===== src/rtl/ir_queue.sv =====
// ----------------------------------------------------------------------------
// ir_queue
// Instruction register fed by a small prefetch FIFO. Fetch pushes words into a
// DEPTH-entry circular buffer; a load request moves the oldest word into the
// instruction register, whose contents and decoded address/immediate fields
// are presented to the decoder. A flush empties the queue and invalidates the
// IR without disturbing the last IR value.
//
// Ports:
//   clk            clock, all state on rising edge
//   rst_n          synchronous active-low reset
//   ins_valid_in   fetch offers ins_in
//   ins_in         fetched instruction word
//   ins_ready_out  queue not full (push = ins_valid_in && ins_ready_out)
//   il_in          load queue head into IR
//   flush_in       discard queue and invalidate IR (highest priority)
//   ins_out        IR contents
//   ia_out         address field, zero-extended
//   iv_out         immediate field, zero- or sign-extended per SIGN_EXT
//   ir_valid_out   IR holds a loaded, unflushed instruction
//   level_out      queue occupancy 0..DEPTH
//   uflow_out      one-cycle pulse after a load request on an empty queue
// ----------------------------------------------------------------------------
module ir_queue #(
  parameter int W        = 16,
  parameter int DEPTH    = 4,
  parameter int AF_BITS  = 8,
  parameter int IF_BITS  = 8,
  parameter bit SIGN_EXT = 1'b0
) (
  input  logic                         clk,
  input  logic                         rst_n,
  input  logic                         ins_valid_in,
  input  logic [W-1:0]                 ins_in,
  output logic                         ins_ready_out,
  input  logic                         il_in,
  input  logic                         flush_in,
  output logic [W-1:0]                 ins_out,
  output logic [W-1:0]                 ia_out,
  output logic [W-1:0]                 iv_out,
  output logic                         ir_valid_out,
  output logic [$clog2(DEPTH+1)-1:0]   level_out,
  output logic                         uflow_out
);

  localparam int PW = $clog2(DEPTH);
  localparam int LW = $clog2(DEPTH+1);

  logic [W-1:0]  mem_q [DEPTH];
  logic [PW-1:0] rdPtr_q, rdPtr_d;
  logic [PW-1:0] wrPtr_q, wrPtr_d;
  logic [LW-1:0] count_q, count_d;
  logic [W-1:0]  ir_q, ir_d;
  logic          irValid_q, irValid_d;
  logic          uflow_q, uflow_d;

  logic push;
  logic loadOk;

  // Ready depends only on the registered count, so a load in the same cycle
  // never opens a slot for a push into a full queue.
  assign ins_ready_out = (count_q != LW'(DEPTH));
  assign push          = ins_valid_in && ins_ready_out;
  assign loadOk        = il_in && (count_q != '0);

  // Next-state logic: flush overrides everything; otherwise push and load
  // act independently. An empty queue never bypasses a same-cycle push into
  // the IR; that case reports underflow instead.
  always_comb begin
    rdPtr_d   = rdPtr_q;
    wrPtr_d   = wrPtr_q;
    count_d   = count_q;
    ir_d      = ir_q;
    irValid_d = irValid_q;
    uflow_d   = 1'b0;
    if (flush_in) begin
      rdPtr_d   = '0;
      wrPtr_d   = '0;
      count_d   = '0;
      irValid_d = 1'b0;
    end else begin
      if (push) begin
        wrPtr_d = wrPtr_q + 1'b1;
      end
      if (loadOk) begin
        ir_d      = mem_q[rdPtr_q];
        rdPtr_d   = rdPtr_q + 1'b1;
        irValid_d = 1'b1;
      end
      uflow_d = il_in && (count_q == '0);
      count_d = count_q + LW'(push) - LW'(loadOk);
    end
  end

  // Control state and IR; pointers wrap naturally because DEPTH is a power of two.
  always_ff @(posedge clk) begin
    if (!rst_n) begin
      rdPtr_q   <= '0;
      wrPtr_q   <= '0;
      count_q   <= '0;
      ir_q      <= '0;
      irValid_q <= 1'b0;
      uflow_q   <= 1'b0;
    end else begin
      rdPtr_q   <= rdPtr_d;
      wrPtr_q   <= wrPtr_d;
      count_q   <= count_d;
      ir_q      <= ir_d;
      irValid_q <= irValid_d;
      uflow_q   <= uflow_d;
    end
  end

  // Queue storage is not reset; occupancy alone decides what is meaningful.
  always_ff @(posedge clk) begin
    if (rst_n && !flush_in && push) begin
      mem_q[wrPtr_q] <= ins_in;
    end
  end

  assign ins_out      = ir_q;
  assign ir_valid_out = irValid_q;
  assign level_out    = count_q;
  assign uflow_out    = uflow_q;

  // Field decode; full-width fields pass the IR straight through.
  generate
    if (AF_BITS == W) begin : gIaFull
      assign ia_out = ir_q;
    end else begin : gIaPart
      assign ia_out = {{(W-AF_BITS){1'b0}}, ir_q[AF_BITS-1:0]};
    end

    if (IF_BITS == W) begin : gIvFull
      assign iv_out = ir_q;
    end else if (SIGN_EXT) begin : gIvSign
      assign iv_out = {{(W-IF_BITS){ir_q[IF_BITS-1]}}, ir_q[IF_BITS-1:0]};
    end else begin : gIvZero
      assign iv_out = {{(W-IF_BITS){1'b0}}, ir_q[IF_BITS-1:0]};
    end
  endgenerate

endmodule

===== config.mk =====
export PLATFORM = sky130hd
export DESIGN_NAME = ir_queue
export DESIGN_NICKNAME = d
export VERILOG_FILES = /design/src/rtl/ir_queue.sv
export SDC_FILE = /design/constraint.sdc
export NUM_CORES = 1
export LEC_CHECK = 0
export CORE_MARGIN = 3
export CORE_UTILIZATION = 46
export DETAILED_ROUTE_END_ITERATION = 10
export PLACE_DENSITY = 0.76
export SLEW_MARGIN = 40
export SYNTH_ARGS = -nofsm -noshare
export SYNTH_HDL_FRONTEND = slang
export SYNTH_SLANG_ARGS = --single-unit

===== constraint.sdc =====
create_clock -name clk -period 2.3 [get_ports clk]
set_input_delay 0.46 -clock clk [delete_from_list [all_inputs] [get_ports clk]]
set_output_delay 0.46 -clock clk [all_outputs]
set_load 0.1 [all_outputs]

==> flow_metrics.env <==
export IMPL_yosys_top_cells_count="edfxtp_1, buf_4, dfxtp_1"
export IMPL_fin_crit_ns=2.17
export IMPL_start_util_pct=48.2
export IMPL_netlist_top_cells_area="edfxtp_1, dfxtp_1, mux4_2, buf_4, a22o_2"
export IMPL_routed_wl_mm=6.01
export IMPL_synth_simple_area_share_pct=3.42
export IMPL_hold_viol=0
export IMPL_arrival_ns=2.44
export IMPL_synth_mux_area_share_pct=10.2
export IMPL_worst_setup_path_type="reg2reg"
export IMPL_rsz0062_at_grt="false"
export IMPL_yosysMostFrequentCell="edfxtp_1"
export IMPL_hp_start="level_out[0]"
export IMPL_r2r_slack_ns=0.13
export IMPL_dieArea_um2=8810
export IMPL_worst_r2r_endpoint="level_out[2]"
export IMPL_routedWlPerCell_um=16.2
export IMPL_hp_class="reg2reg"
export IMPL_ios=75
export IMPL_dp_hpwl_mm=4.13
export IMPL_p_leak_nw=1.60
export IMPL_status="finished, final reports clean"
export IMPL_ys_seq_elements=89
export IMPL_synthesis_area_um2=3550
export IMPL_ys_async_sr_fraction_pct=0
export IMPL_drt_pre_antenna_iters=4
export IMPL_critPathLaunch="level_out[2]"
export IMPL_utilization_pct=58.2
export IMPL_hold_buffers=0
export IMPL_gp_congestion=0.771
export IMPL_antenna_found_initial=0
export IMPL_clk_path_buf_depth=2
export IMPL_post_drt_via_cell_ratio=4.92
export IMPL_synth_cell_types=30
export IMPL_place_area_um2=4080
export IMPL_fill_cells=587
export IMPL_slowest_delay_ns=0.43
export IMPL_fmax_ghz=0.460
export IMPL_r2r_start="level_out[2]"
export IMPL_cts_buffers=9
export IMPL_die_width_um=93.8
export IMPL_setup_viol=0
export IMPL_end_kind="flop"
export IMPL_yosys_area_top_type_share_pct=54.1
export IMPL_core_area_um2=7370
export IMPL_clk_latency_ns=0.35
export IMPL_synth_top_area_cell="edfxtp_1"
export IMPL_finalInstanceArea_um2=4290
export IMPL_synth_main_ff_cell="edfxtp_1"
export IMPL_worstPathCellList="or3b_4, nand2_2, ha_1, inv_1, ha_1, inv_1, fa_2, xor2_1, and2_4, nor3_1"
export IMPL_timing_final_crit_share_pct=94.5
export IMPL_ys_warn_count=0
export IMPL_power_density_nw_per_um2=777
export IMPL_fin_nets=295
export IMPL_crit_path_start_kind="flop"
export IMPL_row_count=31
export IMPL_areaGrowthSynthToFinish_pct=20.8
export IMPL_ctsResizeCount=0
export IMPL_cp_slowest_cell="or3b_4"
export IMPL_finClkSkew_ns=0.00681
export IMPL_drcViolationCount=0
export IMPL_grt_util_all_layers_pct=14.5
export IMPL_overflow=0
export IMPL_synth_edf_count=64
export IMPL_clk_pin_slew_worst_paths_ns=0.08
export IMPL_synth_fa_ha_area_share_pct=2.68
export IMPL_cpLargestDelayFamily="simple AND/OR/NAND/NOR gates"
export IMPL_synthCells=207
export IMPL_grt_max_degree=17
export IMPL_first_iter_violations=62
export IMPL_post_cts_buffers=0
export IMPL_synth_avg_cell_area_um2=17.1
export IMPL_vias=1825
export IMPL_diodes=0
export IMPL_ant_nets=0
export IMPL_maxSlewViolCount=0
export IMPL_cts_tree="done"
export IMPL_worstPathRequired_ns=2.56
export IMPL_reg2reg_depth=10
export IMPL_synth_top_family_by_area="multiplexers"
export IMPL_crit_buf_inv=2
export IMPL_die_height_um=93.8
export IMPL_grt_pass1_vias=1763
export IMPL_ys_seq_area_share_pct=68.2
export IMPL_holdPathStages=1
export IMPL_port_buffers=58
export IMPL_crit_fanout=7
export IMPL_grt_pass1_wl_mm=9.33
export IMPL_vdd_drop_max_mv=0.454
export IMPL_synth_compound_area_share_pct=5.64
export IMPL_drv_cap=0
export IMPL_cts_root_buf="clkbuf_8"
export IMPL_hold_end="uflow_out"
export IMPL_synth_xor_area_share_pct=0.740
export IMPL_drive_above_1_share_pct=36.8
export IMPL_clock_sinks=89
export IMPL_htree_levels=3
[worst max-delay path by stage]
| stage | endpoint | slack (ns) | cells past startpoint |
|---|---|---|---|
| after floorplan | level_out[2] | -0.16 | 11 |
| after global routing | level_out[2] | 0.01 | 10 |
| after global placement | level_out[2] | -0.09 | 11 |
| after CTS | level_out[2] | 0.1 | 10 |
| after detailed placement | level_out[2] | -0.17 | 11 |
| final | level_out[2] | 0.13 | 10 |
[routing by layer]
layer	global-route usage, %	up-vias	share of wire, %
met5	0	-	0
met4	6.50	0	1.4
met3	3.77	8	7.6
met2	22.6	74	47
met1	19.1	887	44
li1	-	856	-
[report_power, final]
part	internal (mW)	switching (mW)
sequential	1.74	0.0193
combinational	0.116	0.365
clock	0.587	0.502
total	2.44	0.886
[area by class of cell]
cell class                 instances  area [um2]  share of cell area [%]
sequential                        89        2430                    56.8
multi-input combinational         88         872                    20.3
timing repair buffer              74         631                    14.7
clock buffer                      13         169                    3.94
tap                               99         124                    2.89
clock inverter                     3        38.8                   0.905
inverter                           5        18.8                   0.438
[worst register-to-register path: stages (launching register included)]
cell and delay (ns):
dfxtp_4 0.38, or3b_4 0.43, nand2_2 0.09, ha_1 0.22, inv_1 0.06, ha_1 0.13, inv_1 0.05, fa_2 0.33
xor2_1 0.15, and2_4 0.15, nor3_1 0.11
[metrics by stage]
| stage | TNS, ns | total power, mW | setup WS (ns) | hold WS (ns) | instances |
|---|---|---|---|---|---|
| 2_1_floorplan | -0.165 | 2.20 | -0.164 | 0.559 | 222 |
| 3_3_place_gp | -0.0934 | 2.27 | -0.0934 | 0.458 | 355 |
| 3_5_place_dp | -0.178 | 2.28 | -0.171 | 0.453 | 355 |
| 4_1_cts | 0 | 3.36 | 0.0971 | 0.467 | 371 |
| 5_1_grt | 0 | 3.45 | 0.00959 | 0.495 | 371 |
| 6_report | 0 | 3.33 | 0.126 | 0.461 | 371 |
[registers in the layout (all words and copies together) (netlist names)]
name / count
mem_q: 64
ir_valid_out: 1
rdPtr_q: 2
level_out: 3
ins_out: 16
wrPtr_q: 2
uflow_out: 1
[placed cells by master, fill, tap and decap left out, types with 2 or more instances in the layout]
cell / synthesis / routed
clkbuf_8: 0 / 12
and2_1: 5 / 5
a21o_1: 2 / 2
mux4_2: 16 / 16
a21oi_1: 2 / 2
a22o_1: 8 / 8
clkdlybuf4s50_1: 0 / 20
buf_12: 0 / 2
ha_1: 6 / 6
nor2_1: 7 / 7
inv_1: 5 / 5
nand3_1: 2 / 2
dfxtp_1: 25 / 22
buf_4: 33 / 52
a22o_2: 8 / 8
dfxtp_4: 0 / 3
edfxtp_1: 64 / 64
conb_1: 1 / 16
xor2_1: 2 / 2
[cells by family after synthesis]
logic type,after synthesis
compound gates,23
xor+xnor,3
fa+ha+maj,7
buf+inv,45
flops,89
mux,16
other cells,1
simple gates,23
Power figures use the tool's default switching activity.
